--- src/rtl/led_chaser_seq.sv ---
// LED bar chaser stepped by rising edges of a slow divider output, all in the clk domain.
// Optional macro LED_BOUNCE_EN alternates the sweep direction every full cycle.
module led_chaser_seq #(
    parameter int N_LED      = 8,
    parameter int HOLD_TICKS = 2,
    parameter int CW         = 4
) (
    input  logic             clk,
    input  logic             reset_n,
    input  logic             en,
    input  logic             step_in,
    output logic [N_LED-1:0] led,
    output logic             busy,
    output logic             cycle_done,
    output logic             dir
);

    // state  | meaning
    // IDLE   | disabled, bar dark, waiting for en
    // FILL   | lighting one LED per tick
    // HOLD_F | bar full, counting hold ticks
    // CLEAR  | darkening one LED per tick
    // HOLD_E | bar empty, counting hold ticks; exit ends a cycle
    typedef enum logic [2:0] {IDLE, FILL, HOLD_F, CLEAR, HOLD_E} state_t;

    localparam logic [CW-1:0] LAST_LED  = CW'(N_LED - 1);
    localparam logic [CW-1:0] LAST_HOLD = CW'(HOLD_TICKS - 1);

    state_t             state, state_nx;
    logic [CW-1:0]      cnt, cnt_nx;
    logic [N_LED-1:0]   led_nx;
    logic [N_LED-1:0]   fill_val, clear_val;
    logic               step_q;
    logic               tick;
    logic               done_nx;

    assign tick = step_in & ~step_q;
    assign busy = (state != IDLE);

    // dir=0 sweeps from the MSB end, dir=1 from the LSB end
    assign fill_val  = dir ? {led[N_LED-2:0], 1'b1} : {1'b1, led[N_LED-1:1]};
    assign clear_val = dir ? {led[N_LED-2:0], 1'b0} : {1'b0, led[N_LED-1:1]};

    always_ff @(posedge clk or negedge reset_n) begin
        if (!reset_n) begin
            state      <= IDLE;
            cnt        <= '0;
            led        <= '0;
            step_q     <= 1'b0;
            cycle_done <= 1'b0;
        end else begin
            state      <= state_nx;
            cnt        <= cnt_nx;
            led        <= led_nx;
            step_q     <= step_in;
            cycle_done <= done_nx;
        end
    end

    always_comb begin
        state_nx = state;
        cnt_nx   = cnt;
        led_nx   = led;
        done_nx  = 1'b0;
        if (!en) begin
            state_nx = IDLE;
            cnt_nx   = '0;
            led_nx   = '0;
        end else begin
            unique case (state)
                IDLE: begin
                    // leaving IDLE does not wait for, or consume, a tick
                    state_nx = FILL;
                    cnt_nx   = '0;
                    led_nx   = '0;
                end
                FILL: if (tick) begin
                    led_nx = fill_val;
                    if (cnt == LAST_LED) begin
                        state_nx = HOLD_F;
                        cnt_nx   = '0;
                    end else begin
                        cnt_nx = cnt + CW'(1);
                    end
                end
                HOLD_F: if (tick) begin
                    if (cnt == LAST_HOLD) begin
                        state_nx = CLEAR;
                        cnt_nx   = '0;
                    end else begin
                        cnt_nx = cnt + CW'(1);
                    end
                end
                CLEAR: if (tick) begin
                    led_nx = clear_val;
                    if (cnt == LAST_LED) begin
                        state_nx = HOLD_E;
                        cnt_nx   = '0;
                    end else begin
                        cnt_nx = cnt + CW'(1);
                    end
                end
                HOLD_E: if (tick) begin
                    if (cnt == LAST_HOLD) begin
                        state_nx = FILL;
                        cnt_nx   = '0;
                        done_nx  = 1'b1;
                    end else begin
                        cnt_nx = cnt + CW'(1);
                    end
                end
                default: begin
                    state_nx = IDLE;
                    cnt_nx   = '0;
                    led_nx   = '0;
                end
            endcase
        end
    end

`ifdef LED_BOUNCE_EN
    logic dir_q;

    always_ff @(posedge clk or negedge reset_n) begin
        if (!reset_n) begin
            dir_q <= 1'b0;
        end else if (!en || state == IDLE) begin
            dir_q <= 1'b0;
        end else if (done_nx) begin
            dir_q <= ~dir_q;
        end
    end

    assign dir = dir_q;
`else
    assign dir = 1'b0;
`endif

endmodule

--- config.mk ---
export PLATFORM = sky130hd
export DESIGN_NAME = led_chaser_seq
export DESIGN_NICKNAME = d
export VERILOG_FILES = /design/src/rtl/led_chaser_seq.sv
export SDC_FILE = /design/constraint.sdc
export NUM_CORES = 1
export LEC_CHECK = 0
export ABC_AREA = 1
export CORE_MARGIN = 1
export CORE_UTILIZATION = 49
export CTS_BUF_LIST = sky130_fd_sc_hd__clkbuf_2
export DETAILED_ROUTE_END_ITERATION = 7
export PLACE_DENSITY = 0.85
export SYNTH_ARGS = -nofsm -noshare
export SYNTH_HDL_FRONTEND = slang
export SYNTH_SLANG_ARGS = --single-unit
--- constraint.sdc ---
create_clock -name clk -period 1.2 [get_ports clk]
set_input_delay 0.18 -clock clk [delete_from_list [all_inputs] [get_ports clk]]
set_output_delay 0.18 -clock clk [all_outputs]
set_load 0.02 [all_outputs]
==> results of run 1 <==
==> stage by stage <==
stage / setup slack, ps / TNS [ps] / std cells
6_report: -87.5 / -975 / 188
5_1_grt: -156 / -1880 / 188
4_1_cts: -90.7 / -774 / 182
3_5_place_dp: -272 / -3860 / 176
3_3_place_gp: -226 / -3370 / 176
2_1_floorplan: -4.28 / -8.56 / 123
==> critical path: cells and delay by family (launching register included) <==
kind,cells,cell delay (ps)
flip-flops,1,430
AO/OA/AOI/OAI,1,50
AND/OR/NAND/NOR,5,440
buffers and inverters,3,310
==> routing by layer <==
metal / global-route usage / up-vias / part of all wire
li1: - / 479 / -
met1: 0.305 / 500 / 0.38
met2: 0.503 / 54 / 0.54
met3: 0.0423 / 15 / 0.044
met4: 0.177 / 0 / 0.038
met5: 0 / - / 0
==> area by class of cell <==
class | instances | area (um2)
Timing Repair Buffer | 37 | 284
Tap cell | 25 | 31.3
Fill cell | 99 | 352
Clock inverter | 1 | 5.00
Multi-Input combinational cell | 91 | 653
Sequential cell | 17 | 425
Clock buffer | 3 | 15.0
Inverter | 14 | 55.1
==> registers in the layout (all words and copies together), names as in the netlist <==
signal and flops:
led 8, cnt 4, state 3, cycle_done 1, step_q 1
==> cell families after synthesis <==
| family | synth area share |
|---|---|
| fa+ha+maj | 0.0252 |
| simple gates | 0.376 |
| compound gates | 0.0780 |
| other cells | 0.00377 |
| flops | 0.428 |
| buf+inv | 0.0805 |
| xor+xnor | 0.00881 |
==> synth_stat cells, types with 2 or more instances <==
library cell and count:
nor2_1 4, dfrtp_1 17, nand2_1 44, nand4_1 5
nand2_2 5, ha_1 2, o21ai_2 8, inv_1 13
nand2_4 2, nand3_1 12
==> power groups by stage <==
stage / Combinational [mW] / Clock, mW / Sequential, mW
floorplan: 0.647 / 0 / 0.749
global placement: 1.03 / 0 / 0.698
detailed placement: 1.07 / 0 / 0.704
CTS: 1.26 / 0.269 / 0.698
global route: 1.63 / 0.294 / 0.711
finish: 1.53 / 0.269 / 0.702
==> path summary, 6_finish.rpt <==
path / startpoint / end / slack (ps)
worst max-delay path: state[0]$_DFFE_PN0P_ / led[4]$_DFFE_PN0P_ / -90
worst min-delay path: reset_n / led[3]$_DFFE_PN0P_ / 160
worst max register to register: state[0]$_DFFE_PN0P_ / led[4]$_DFFE_PN0P_ / -90
worst min register to register: led[7]$_DFFE_PN0P_ / led[7]$_DFFE_PN0P_ / 520
max in group asynchronous: reset_n / cnt[1]$_DFFE_PN0P_ / 860
min in group clk: step_in / step_q$_DFF_PN0_ / 330
==> repair_timing <==
item,in CTS,in global routing
endpoints found under the setup margin,26,25
gates cloned,1,0
resized for setup,47,31
buffers inserted,1,6
pin swaps,7,6
==> reports/metrics.yaml, run 1 <==
critical_path:
  cp-end-kind: "flop"
  reg2reg_depth: 9
  worstPathRequired_ps: 1470
  worstPathMaxFanout: 8
  crit_arrival_ps: 1550
  worstSetupPathType: "flop to flop"
  crit_path_start_kind: "flop"
  worstPathCellList: "buf_6, inv_4, nand3_4, nand2_4, buf_6, nand2_8, nand2_8, nand2_1, o21ai_2"
  critical-path-slowest-cell: "dfrtp_1"
  max_stage_delay_ps: 430
pwr:
  p_sw_mw: 1.15
  leakage_nw: 0.807
  swShare: 0.459
  p_total_mw: 2.50
  comb_power_share: 0.612
  clkPwrFrac: 0.107
  pwr-share-seq: 0.280
  power_density_nw_per_um2: 1700
  max-vdd-ir-drop_v: 0.00156
  power.internal_mw: 1.35
layout:
  drive_gt1_frac: 0.509
  syn_to_final_growth_pct: 47.7
  diodes: 0
  final_common_cell: "nand2_1"
  final_util: 0.807
  final_nets: 170
  fin_area_um2: 1470
  layout_common_cells: "nand2_1 (34), buf_4 (21), dfrtp_1 (17)"
outcome:
  violations: "setup timing"
  status: "finished, violations left"
timing:
  holdWs_ps: 157
  fmax_ghz: 0.777
  fin_worst_skew_ps: 3.54
  fin_crit_sh: 1.07
  setup_viol: 16
  slew_viol_final: 0
  hold_viol: 0
  finalWorstSetupSlack_ps: -87.5
  period_needed_ps: 1290
  rsz0062_at_grt: "true"
detailed_routing:
  first_pass_iters: 4
  drc_errors: 0
  wl_per_cell_um: 15.1
  dr.first_iter.drc_count: 63
  drtAntennaViolNets: 0
  dr_total_vias: 1048
  vias_per_cell: 5.57
  wl_mm: 2.84
clock_tree:
  cts_max_level: 1
  clk_pin_slew_ps: 170
  ctsLongestPathBuffers: 2
  cts_sinks: 17
  cts_tree: "done"
  numCtsBuffers: 3
  clk_latency_ps: 320
  cts-root-buf: "clkbuf_2"
  holdBufCountCts: 0
floorplan:
  die_height_um: 47.1
  core_um2: 1820
  rows: 15
  ios: 15
  dieArea_um2: 2210
  start_util: 0.546
  die_w_um: 47.1
yosys:
  synth_top_area_cell: "dfrtp_1"
  yosys_warnings: 0
  syn_nets: 129
  ys_types: 21
  syn_area_um2: 995
  synth_edf_count: 0
  yosysSeqAreaShare: 0.428
  synth_cells: 123
  synth_top_area_share: 0.428
  syn_avg_cell_area_um2: 8.09
  ys.flop_type: "dfrtp_1"
  synth-seq-cells: 17
  synth_area_leaders: "dfrtp_1 (43%), nand2_1 (17%), o21ai_2 (7.0%)"
  ys_async_sr_fraction: 1.00
global_routing:
  grt_pass1_vias: 972
  grt_start_max_net_pins: 18
  grt_pass1_wl_mm: 4.19
  grt.overflow.total: 0
  grt_use_total: 0.280
  antenna_found_initial: 0
place:
  placed_area_um2: 1260
  hpwl_mm: 1.64
  routabilityCongestion: 0.834
  io_buffers: 13
flow_run:
  max_cap_viol_count: 0
hold_path:
  min_path_type: "input port to async pin"
No activity file was read; power rests on OpenSTA's default activity.
==> run 2, diff against run 1 <==
--- a/config.mk
+++ b/config.mk
@@ -6,10 +6,12 @@
 export NUM_CORES = 1
 export LEC_CHECK = 0
 export ABC_AREA = 1
+export CAP_MARGIN = 20
 export CORE_MARGIN = 1
 export CORE_UTILIZATION = 49
 export CTS_BUF_LIST = sky130_fd_sc_hd__clkbuf_2
 export DETAILED_ROUTE_END_ITERATION = 7
+export HOLD_SLACK_MARGIN = 0.03
 export PLACE_DENSITY = 0.85
 export SYNTH_ARGS = -nofsm -noshare
 export SYNTH_HDL_FRONTEND = slang
==> results of run 2 <==
No change in the layout: final DEF, timing and power equal those of run 1.
==> variant, RTL diff (config.mk and constraints of run 1) <==
The parameter `N_LED` goes from 8 to 16.
--- a/src/rtl/led_chaser_seq.sv
+++ b/src/rtl/led_chaser_seq.sv
@@ -1,7 +1,7 @@
 // LED bar chaser stepped by rising edges of a slow divider output, all in the clk domain.
 // Optional macro LED_BOUNCE_EN alternates the sweep direction every full cycle.
 module led_chaser_seq #(
-    parameter int N_LED      = 8,
+    parameter int N_LED      = 16,
     parameter int HOLD_TICKS = 2,
     parameter int CW         = 4
 ) (
Ports: changed (resized led); port bits go from 15 to 23. The function was not compared with the original's and may differ.
==> variant against run 1 <==
- the run still ends with setup timing left
- routed wire length increased by 58%
- synthesized area increased by 24%
- power increased by 17%
- sequential cell count increased by 8
- setup slack got worse by 0.10 ns
- sequential power increased by 35%
- cell area increased by 28%
- critical path type unchanged
- critical endpoint is now led[5]$_DFFE_PN0P_
- highest routed layer unchanged
==> variant: results (changes against run 1) <==
- number of combinational gates with multiple inputs: 116, +27%
- Clock transition at path regs: 0.28 ns, +0.11 ns
- final WL: 4490 µm, +58%
- proportion of cell area spent on the clock network: 1.06%, -0.30 points
- area delta synth->final: 52.6%
- register share of the cell area: 33.2%, +4.2 points
- Placed Instances: 216, +23%
- global-route wire length before repair: 6370 µm, +52%
- bufs w/o clock: 57, +54%
- Setup Viol. Count Final: 25, +9
- fraction of the mapped netlist area in compound gates: 8.11%, +0.31 points
- Post-Syn Area per Cell: 8.12 µm², +0.46%
- R2R cell count: 8, -1
- violated checks: setup timing
- sequential fraction of the synthesis area: 50.7%, +7.9 points
- Post-CTS Repair Setup Buffers: 16, +15
- FILL cells: 132, +33%
- worst setup slack before clock tree synthesis: -0.313 ns, -0.0406 ns
- clock latency of the later-clocked register in the worst-skew pair: 0.36 ns, +0.04 ns
- VDD IR max: 1.71 mV, +9.3%
- routed length on met1: 1750 µm, +64%
- worst hold slack: 0.128 ns, -0.0294 ns
- P_leak: 1.01 nW, +25%
- area of placed instances: 0.00160 mm², +27%
- Synth area leaders: sky130_fd_sc_hd__dfrtp_1 (51%), sky130_fd_sc_hd__nand2_1 (18%), sky130_fd_sc_hd__o21ai_1 (5.7%), sky130_fd_sc_hd__nand3_1 (3.6%), sky130_fd_sc_hd__nor2_1 (3.0%)
- Synth Area in XOR/XNOR: 0.709%, -0.17 points
- met1 Usage GRT: 41.8%, +11 points
- smallest setup slack after layout: -0.190 ns, -0.103 ns
- first drt pass iteration count: 6, +2
- nets in the synthesized netlist: 158, +22%
- vias post-DR: 1399, +33%
- post-synthesis adder-cell area fraction: 2.03%, -0.49 points
- multi-input gate area in the final layout: 737 µm², +13%
- vias in the first global route: 1316, +35%
- arrival time at the worst endpoint: 1.70 ns, +0.15 ns
- number of synthesized register bits: 25, +8
- number of DRC markers after the initial detailed-route iteration: 98, +56%
- ratio of routed vias to standard cells: 5.85, +5.0%
- Netlist cell types: 23, +9.5%
- clk_skew: 0.0190 ns, +0.0155 ns
- Synth top cells by count: sky130_fd_sc_hd__nand2_1 (60), sky130_fd_sc_hd__dfrtp_1 (25), sky130_fd_sc_hd__o21ai_1 (14)
- detailed placement HPWL: 1970 µm, +20%
- outcome: finished, violations left
- Total Negative Setup Slacks: -3.21 ns, -2.24 ns
- R2R Path End: led[5]$_DFFE_PN0P_
- cts repair resizes: 101, +110%
- fraction of layout instances using a drive strength above 1: 43.1%, -7.8 points
- Overall Global Routing Usage: 32.9%, +4.9 points
-- variant: cell count changes in the layout (fill, tap and decap cells not counted), moves of 4 or more --
cell,before,now
sky130_fd_sc_hd__inv_1,9,5
sky130_fd_sc_hd__o21ai_2,8,4
sky130_fd_sc_hd__nand2_2,9,2
sky130_fd_sc_hd__dfrtp_1,17,25
sky130_fd_sc_hd__o21ai_1,0,12
sky130_fd_sc_hd__buf_4,21,32
sky130_fd_sc_hd__buf_2,5,16
sky130_fd_sc_hd__nand3_2,6,2
sky130_fd_sc_hd__nor2_1,2,8
sky130_fd_sc_hd__nand2_1,34,51
-- variant: report_power, final --
part           internal (W)  leakage (nW)  total, W  switching (W)
Sequential         0.000902         0.344  0.000951      0.0000483
Clock             0.0000756        0.0164  0.000358       0.000283
Combinational      0.000635         0.648   0.00161       0.000980
Total               0.00161          1.01   0.00292        0.00131
